`src/rtl/pwm_duty_decoder.sv`:
```
// pwm_duty_decoder: measures the high time and period of an asynchronous PWM
// line in clk cycles, and decodes the duty cycle into a 4-bit mode code
// (mode = min(15, floor(16*high/period))). A line that stops toggling is
// reported as stuck_high / stuck_low after TIMEOUT edge-free cycles.
//
// Output handshake: valid is a single-cycle pulse. high_count, period_count,
// mode, stuck_high and stuck_low change only in the cycle valid rises and hold
// their values until the next valid pulse. There is no back-pressure.
module pwm_duty_decoder #(
  parameter int          CNT_W   = 16,
  parameter int unsigned TIMEOUT = 16'hFFFF
) (
  input  logic             clk,
  input  logic             rst,
  input  logic             pwm_in,
  output logic [CNT_W-1:0] high_count,
  output logic [CNT_W-1:0] period_count,
  output logic [3:0]       mode,
  output logic             valid,
  output logic             stuck_high,
  output logic             stuck_low
);

  localparam logic [CNT_W-1:0] CNT_MAX = '1;
  localparam logic [CNT_W-1:0] TO_C    = CNT_W'(TIMEOUT);
  localparam logic [CNT_W-1:0] TO_M1   = CNT_W'(TIMEOUT - 1);

  typedef enum logic [1:0] {
    ST_IDLE = 2'd0,
    ST_HIGH = 2'd1,
    ST_LOW  = 2'd2
  } state_t;

  // Measurement FSM state; kept as a named signal so checkers can bind to it.
  state_t state;
  state_t state_next;

  logic             sync_1;
  logic             s;
  logic             s_d;
  logic             rise;
  logic             fall;

  logic [CNT_W-1:0] hcnt;
  logic [CNT_W-1:0] pcnt;
  logic [CNT_W-1:0] tcnt;
  logic             tcnt_fire;

  logic             snap;
  logic             cnt_start;
  logic             cnt_run;

  logic             div_busy;
  logic [1:0]       div_step;
  logic [CNT_W:0]   div_r;
  logic [CNT_W-1:0] div_p;
  logic [CNT_W-1:0] div_h;
  logic [3:0]       div_q;
  logic             div_clamp;
  logic [CNT_W:0]   r_sh;
  logic [CNT_W:0]   p_ext;
  logic             div_bit;
  logic [CNT_W:0]   r_next;

  // Two-flop synchronizer plus one delay stage for edge detection.
  always_ff @(posedge clk) begin
    if (!rst) begin
      sync_1 <= 1'b0;
      s      <= 1'b0;
      s_d    <= 1'b0;
    end else begin
      sync_1 <= pwm_in;
      s      <= sync_1;
      s_d    <= s;
    end
  end

  assign rise = s & ~s_d;
  assign fall = ~s & s_d;

  // Edge-free cycle counter; fires once when it first reaches TIMEOUT and then
  // parks there so a line that stays stuck does not re-report.
  always_ff @(posedge clk) begin
    if (!rst) begin
      tcnt <= '0;
    end else if (rise || fall) begin
      tcnt <= '0;
    end else if (tcnt != TO_C) begin
      tcnt <= tcnt + 1'b1;
    end
  end

  assign tcnt_fire = !(rise || fall) && (tcnt == TO_M1);

  // FSM state register.
  always_ff @(posedge clk) begin
    if (!rst) begin
      state <= ST_IDLE;
    end else begin
      state <= state_next;
    end
  end

  // FSM next-state logic; a timeout always drops back to IDLE so the next
  // reported period starts from a fresh rising edge.
  always_comb begin
    state_next = state;
    unique case (state)
      ST_IDLE: if (rise) state_next = ST_HIGH;
      ST_HIGH: if (fall) state_next = ST_LOW;
      ST_LOW:  if (rise) state_next = ST_HIGH;
      default: state_next = ST_IDLE;
    endcase
    if (tcnt_fire) state_next = ST_IDLE;
  end

  // FSM outputs: counter control and the snapshot strobe that closes a period.
  always_comb begin
    snap      = (state == ST_LOW) && rise;
    cnt_start = rise && (state != ST_HIGH);
    cnt_run   = (state != ST_IDLE);
  end

  // High-time and period counters; they saturate instead of wrapping.
  always_ff @(posedge clk) begin
    if (!rst) begin
      hcnt <= '0;
      pcnt <= '0;
    end else if (cnt_start) begin
      hcnt <= CNT_W'(1);
      pcnt <= CNT_W'(1);
    end else if (cnt_run) begin
      if (pcnt != CNT_MAX) pcnt <= pcnt + 1'b1;
      if ((state == ST_HIGH) && s && (hcnt != CNT_MAX)) hcnt <= hcnt + 1'b1;
    end
  end

  // One restoring-division step: shift the partial remainder, try to subtract.
  always_comb begin
    r_sh    = div_r << 1;
    p_ext   = {1'b0, div_p};
    div_bit = (r_sh >= p_ext);
    r_next  = div_bit ? (r_sh - p_ext) : r_sh;
  end

  // Four-step divider; a new snapshot always reloads it, dropping any older
  // divide still in flight. A timeout cancels a pending divide.
  always_ff @(posedge clk) begin
    if (!rst) begin
      div_busy  <= 1'b0;
      div_step  <= 2'd0;
      div_r     <= '0;
      div_p     <= '0;
      div_h     <= '0;
      div_q     <= 4'd0;
      div_clamp <= 1'b0;
    end else if (snap) begin
      div_busy  <= 1'b1;
      div_step  <= 2'd3;
      div_r     <= {1'b0, hcnt};
      div_p     <= pcnt;
      div_h     <= hcnt;
      div_q     <= 4'd0;
      div_clamp <= (hcnt >= pcnt);
    end else if (tcnt_fire) begin
      div_busy <= 1'b0;
    end else if (div_busy) begin
      div_r           <= r_next;
      div_q[div_step] <= div_bit;
      div_step        <= div_step - 2'd1;
      if (div_step == 2'd0) div_busy <= 1'b0;
    end
  end

  // Result registers: load on divider completion or on a timeout event.
  always_ff @(posedge clk) begin
    if (!rst) begin
      high_count   <= '0;
      period_count <= '0;
      mode         <= 4'd0;
      valid        <= 1'b0;
      stuck_high   <= 1'b0;
      stuck_low    <= 1'b0;
    end else begin
      valid <= 1'b0;
      if (tcnt_fire) begin
        valid        <= 1'b1;
        period_count <= TO_C;
        if (s) begin
          stuck_high <= 1'b1;
          stuck_low  <= 1'b0;
          mode       <= 4'd15;
          high_count <= TO_C;
        end else begin
          stuck_high <= 1'b0;
          stuck_low  <= 1'b1;
          mode       <= 4'd0;
          high_count <= '0;
        end
      end else if (div_busy && (div_step == 2'd0)) begin
        valid        <= 1'b1;
        high_count   <= div_h;
        period_count <= div_p;
        mode         <= div_clamp ? 4'd15 : {div_q[3:1], div_bit};
        stuck_high   <= 1'b0;
        stuck_low    <= 1'b0;
      end
    end
  end

endmodule

```
`config.mk`:
```
export PLATFORM = sky130hd
export DESIGN_NAME = pwm_duty_decoder
export DESIGN_NICKNAME = d
export VERILOG_FILES = /design/src/rtl/pwm_duty_decoder.sv
export SDC_FILE = /design/constraint.sdc
export NUM_CORES = 1
export LEC_CHECK = 0
export ABC_AREA = 0
export CAP_MARGIN = 20
export CORE_ASPECT_RATIO = 0.75
export CORE_MARGIN = 5
export CORE_UTILIZATION = 62
export CTS_BUF_LIST = sky130_fd_sc_hd__clkbuf_8
export DETAILED_ROUTE_END_ITERATION = 10
export GPL_TIMING_DRIVEN = 0
export PLACE_DENSITY = 0.83
export SLEW_MARGIN = 40
export SYNTH_ARGS = -nofsm -noshare
export SYNTH_HDL_FRONTEND = slang
export SYNTH_SLANG_ARGS = --single-unit
```
`constraint.sdc`:
```
create_clock -name clk -period 2.8 [get_ports clk]
set_input_delay 0.56 -clock clk [delete_from_list [all_inputs] [get_ports clk]]
set_output_delay 0.56 -clock clk [all_outputs]
set_load 0.005 [all_outputs]
```
* Yosys cells after proc, flatten, opt, wreduce, memory -nomap -nowiden
Cells that the tools add are included. W data, S select, Z words.
Storage, ports and cells: input bits 3, bits in read-only memories 0, logic and storage cells 115, memories kept 0, bits in writable memories 0, output and inout bits 39, register bits after elaboration 148, bits in latches 0
Operators by class: reductions and logical operators 29, equality and inequality tests 10, multiply operators 0, magnitude comparators 4, mux-type cells 39, bitwise gates (word level) 6, shift-type cells 0, divide/modulo/power cells 0, add/subtract/negate cells 5
Operator list (count):
- $mux W16 | 9
- $add A16 B1 Y16 const B | 3
- $ne A16 B16 Y1 const B | 3
- $mux W1 | 18
- $ge A17 B16 Y1 | 1
- $eq A16 B16 Y1 const B | 1
- $ge A16 B16 Y1 | 1
- $mux W4 | 4
- $sub A16 B16 Y16 | 1
- $reduce_and A2 Y1 | 7
- $reduce_bool A2 Y1 | 6
- $mux W2 | 5
- $reduce_or A2 Y1 | 5
- $logic_and A1 B1 Y1 | 7
- $ne A2 B1 Y1 const B | 3
- $bwmux W4 | 1
- $logic_not A2 Y1 | 2
- $not A1 Y1 | 4
- $pmux W2 S2 | 1
- $lt A2 B3 Y1 const B | 1
- $and A1 B1 Y1 | 2
- $demux W1 S2 | 1
- $eq A2 B1 Y1 const B | 1
- $eq A2 B2 Y1 const B | 1
- other kinds (5) | 5

* Longest topological paths before layout
depth after elaboration 7, gate-level depth with buffers 11, gate-level depth less buffers 10

* Worst setup path after synthesis
No wires, ideal clock.
path type register -> register, start register div_p[8], end register div_r[15], stages on the path, launching flop included 11, required time 2.730 ns, setup slack 0.507 ns, library setup time 0.070 ns, buffers on the path 1, data arrival time 2.223 ns, clock period less this slack 2.293 ns, cells stage by stage dfxtp_1 inv_1 ha_1 buf_2 nand2_1 a2111oi_2 nor3_2 a211oi_1 mux2_2 a31oi_1 o2bb2ai_1
On the way: word-level cells in the longest chain between the ends 5, elaborated cells between the ends (all ways) 6, those cells by class add/sub: 1; order compare: 1; mux: 4
RTL lines:
- start, declared | line 56 | logic [CNT_W-1:0] div_p;
- start signal, assigned | line 161 | div_p <= pcnt;
- $sub A16 B16 Y16 / $ge A17 B16 Y1 (equally long branches) | line 143, 142
- $mux W16 * | line 143 | r_next = div_bit ? (r_sh - p_ext) : r_sh;
- $mux W16 * | line 167 | end else if (div_busy) begin
- $mux W16 * | line 165 | end else if (tcnt_fire) begin
- $mux W16 * | line 157 | end else if (snap) begin
- end signal, assigned | line 160 | div_r <= {1'b0, hcnt};
- end signal, assigned | line 168 | div_r <= r_next;
- end, declared | line 55 | logic [CNT_W:0] div_r;
Every way passes the cells marked *; elsewhere a longest branch is shown, timed or not. The select of a mux whose other input is x is not followed. A chain may end at the register's enable or synchronous reset.

* Worst setup path after layout
start register div_p[8], end register div_r[11]
Same word-level chain as after synthesis.

==> impl_metrics.env <==
export IMPL_outcome="finished, final reports clean"
export IMPL_worst_pin_slew_ps=743
export IMPL_die_x_um=134
export IMPL_stdcell_area_mm2=0.00820
export IMPL_setup_slack_ps=140
export IMPL_drive_gt1_frac=0.0616
export IMPL_drv_cap=0
export IMPL_first_pass_iters=5
export IMPL_synth_enable_flop_cells=0
export IMPL_cp_top_family="compound AO/OA/AOI/OAI gates"
export IMPL_path_cells="inv_1, ha_1, buf_2, nand2_1, a2111oi_2, nor3_2, a21oi_4, buf_4, mux2i_1, o22ai_1"
export IMPL_ant_nets=0
export IMPL_cts_tree="yes"
export IMPL_numCtsBuffers=17
export IMPL_worst_path_buf_inv=3
export IMPL_synthMostInstantiatedCell="nand2_1"
export IMPL_htree_levels=4
export IMPL_cp_arrival_ps=2990
export IMPL_clock_sinks=147
export IMPL_drc=0
export IMPL_power_density_mw_per_mm2=472
export IMPL_finalCritPeriodShare=0.950
export IMPL_final_core_util=0.716
export IMPL_vias=6653
export IMPL_netlist_cell_type_count=57
export IMPL_synth_seq_area_share=0.411
export IMPL_synth_fp_nets=929
export IMPL_synthesis_area_mm2=0.00717
export IMPL_dieHeight_um=103
export IMPL_critPathKind="flop to flop"
export IMPL_viasPerCell=6.03
export IMPL_crit_path_max_fanout=10
export IMPL_fp_dieArea_mm2=0.0138
export IMPL_fin_nets=991
export IMPL_clk_latency_ps=450
export IMPL_min_to="s$_SDFF_PN0_"
export IMPL_ys_seq_elements=147
export IMPL_grt_antenna_before_repair=3
export IMPL_post_dp_cell_area_mm2=0.00776
export IMPL_worstReg2RegEnd="div_r[11]$_SDFFE_PN0P_"
export IMPL_core_mm2=0.0114
export IMPL_top_usage_layer="met2"
export IMPL_clockBufferDepth=2
export IMPL_track_usage=0.286
export IMPL_gp_congestion=0.918
export IMPL_yosys_top_cells_count="nand2_1 (175), dfxtp_1 (147), a21oi_1 (69), nor2_1 (68), inv_1 (43)"
export IMPL_grt_met3_usage=0.0610
export IMPL_hold_violations=0
export IMPL_root_buffer="clkbuf_8"
export IMPL_min_period_ps=2660
export IMPL_ff2ff_setup_slack_ps=140
export IMPL_fin_skew_ps=13.1
export IMPL_grt_pass1_vias=6124
export IMPL_wirelength_um=19500
export IMPL_cp_slowest_cell="a2111oi_2"
export IMPL_area_delta_synth_final_pct=14.4
export IMPL_rsz0062_at_grt="false"
export IMPL_r2r_start="div_p[8]$_SDFFE_PN0P_"
export IMPL_avgSynthCellArea_um2=8.12
export IMPL_hold_ws_ps=439
export IMPL_whs_path_depth=1
export IMPL_p_leak_nw=3.00
export IMPL_async_flop_share=0
export IMPL_clk_pin_slew_worst_paths_ps=90
export IMPL_min_path_type="flop to flop"
export IMPL_peakVddDrop_mv=0.402
export IMPL_slew_headroom=0.503
export IMPL_grt_pass1_wl_um=31200
export IMPL_pin_count=42
export IMPL_setup_violations=0
export IMPL_gr_usage_met2=0.437
export IMPL_ys_flop_type="dfxtp_1"
export IMPL_drt_initial_drc_count=926
export IMPL_port_buffers=41
export IMPL_detailed_place_hpwl_um=14100
export IMPL_cp_slowest_stage_delay_ps=460
export IMPL_grt_max_degree=17
export IMPL_yosysWarnings=0
export IMPL_critPathCaptureType="flop"
export IMPL_crit_required_ps=3130
export IMPL_clock_fmax_mhz=376
export IMPL_synth_largest_area_cell="dfxtp_1"
export IMPL_grt_use_met1=0.408
export IMPL_synth_top_area_share=0.411
export IMPL_startpoint_type="flop"
export IMPL_pre_cts_ws_ps=32.1
export IMPL_fin_tns_setup_ps=0
export IMPL_rows=34
export IMPL_start_util=0.626
export IMPL_wl_per_cell_um=17.6
export IMPL_cts_hold_buf=0
export IMPL_maxSlewViolCount=0
export IMPL_grt_overflow=0
export IMPL_synthCells=883
export IMPL_hold_start="sync_1$_SDFF_PN0_"
export IMPL_reg2reg_depth=10
export IMPL_synthTopCellsByArea="dfxtp_1 (41%), nand2_1 (9.2%), ha_1 (7.3%)"
==> cells in the final DEF (no fill, tap or decap), types with 17 or more instances in the layout <==
master and count:
a21oi_1 68, a31oi_1 37, clkbuf_1 35, clkbuf_8 18, clkdlybuf4s50_1 41, dfxtp_1 146, ha_1 42, inv_1 43
nand2_1 174, nand3_1 29, nand4_1 19, nor2_1 68, o21ai_0 17, xnor2_1 26, xor2_1 22
==> worst max path at each step <==
stage / from / end / slack (ps) / depth (start not counted)
after global placement: s$_SDFF_PN0_ / div_r[13]$_SDFFE_PN0P_ / 20 / 9
after global routing: div_p[9]$_SDFFE_PN0P_ / div_r[11]$_SDFFE_PN0P_ / 20 / 10
final: div_p[8]$_SDFFE_PN0P_ / div_r[11]$_SDFFE_PN0P_ / 140 / 10
after detailed placement: s$_SDFF_PN0_ / div_r[13]$_SDFFE_PN0P_ / 30 / 9
after CTS: s$_SDFF_PN0_ / div_r[13]$_SDFFE_PN0P_ / 50 / 9
after floorplan: div_p[8]$_SDFFE_PN0P_ / div_r[15]$_SDFFE_PN0P_ / 510 / 10
==> registers in the layout (all words and copies together) (netlist names), 2 cells and up <==
name          count
div_q             3
period_count     16
tcnt             16
div_step          2
state             2
hcnt             16
div_p            16
div_h            16
div_r            16
pcnt             16
mode              4
high_count       16
==> per-layer routing <==
metal | vias to the layer above | part of all wire
met1 | 3118 | 0.46
met5 | - | 0
met4 | 0 | 0.020
met2 | 315 | 0.43
met3 | 40 | 0.091
li1 | 3180 | -
==> per-stage QoR <==
step | cells | total power, mW
final | 1103 | 3.87
after global routing | 1102 | 3.97
after global placement | 1068 | 2.25
after CTS | 1100 | 3.86
after detailed placement | 1068 | 2.25
after floorplan | 883 | 2.22
==> cell type report <==
cell class / count / area (µm²)
Clock inverter: 14 / 146
Clock buffer: 18 / 248
Buffer: 42 / 168
Timing Repair Buffer: 44 / 433
Antenna cell: 1 / 2.50
Sequential cell: 147 / 2940
Inverter: 44 / 165
Tap cell: 144 / 180
Multi-Input combinational cell: 649 / 3910
Fill cell: 880 / 3250
==> timing repair <==
| item | in CTS | in global routing |
|---|---|---|
| setup buffers | 0 | 3 |
| endpoints found under the hold margin | 0 | 0 |
| setup endpoints to repair | 10 | 25 |
| resized for setup | 1 | 7 |
==> cell families (layout without fill, tap and decap cells) <==
family / after synthesis / in the layout / share of synthesized area
compound gates: 194 / 194 / 0.170
xor+xnor: 48 / 48 / 0.0586
fa+ha+maj: 43 / 43 / 0.0761
buf+inv: 87 / 162 / 0.0468
flops: 147 / 147 / 0.411
mux: 12 / 12 / 0.0169
other cells: 0 / 1 / 0
simple gates: 352 / 352 / 0.221
==> power by group <==
part	internal, mW	switching, mW
sequential	2.10	0.0139
clock	0.753	0.906
combinational	0.0296	0.0665
total	2.88	0.987
==> worst reg2reg max path, delay by kind of cell, from the launching register on <==
family	cells	cell delay, ps
AOI/OAI and AO/OA	3	840
and+or+nand+nor	2	270
buffers and inverters	3	540
muxes	1	250
adders and majority gates	1	280
DFF	1	370
Power figures use the tool's default switching activity.
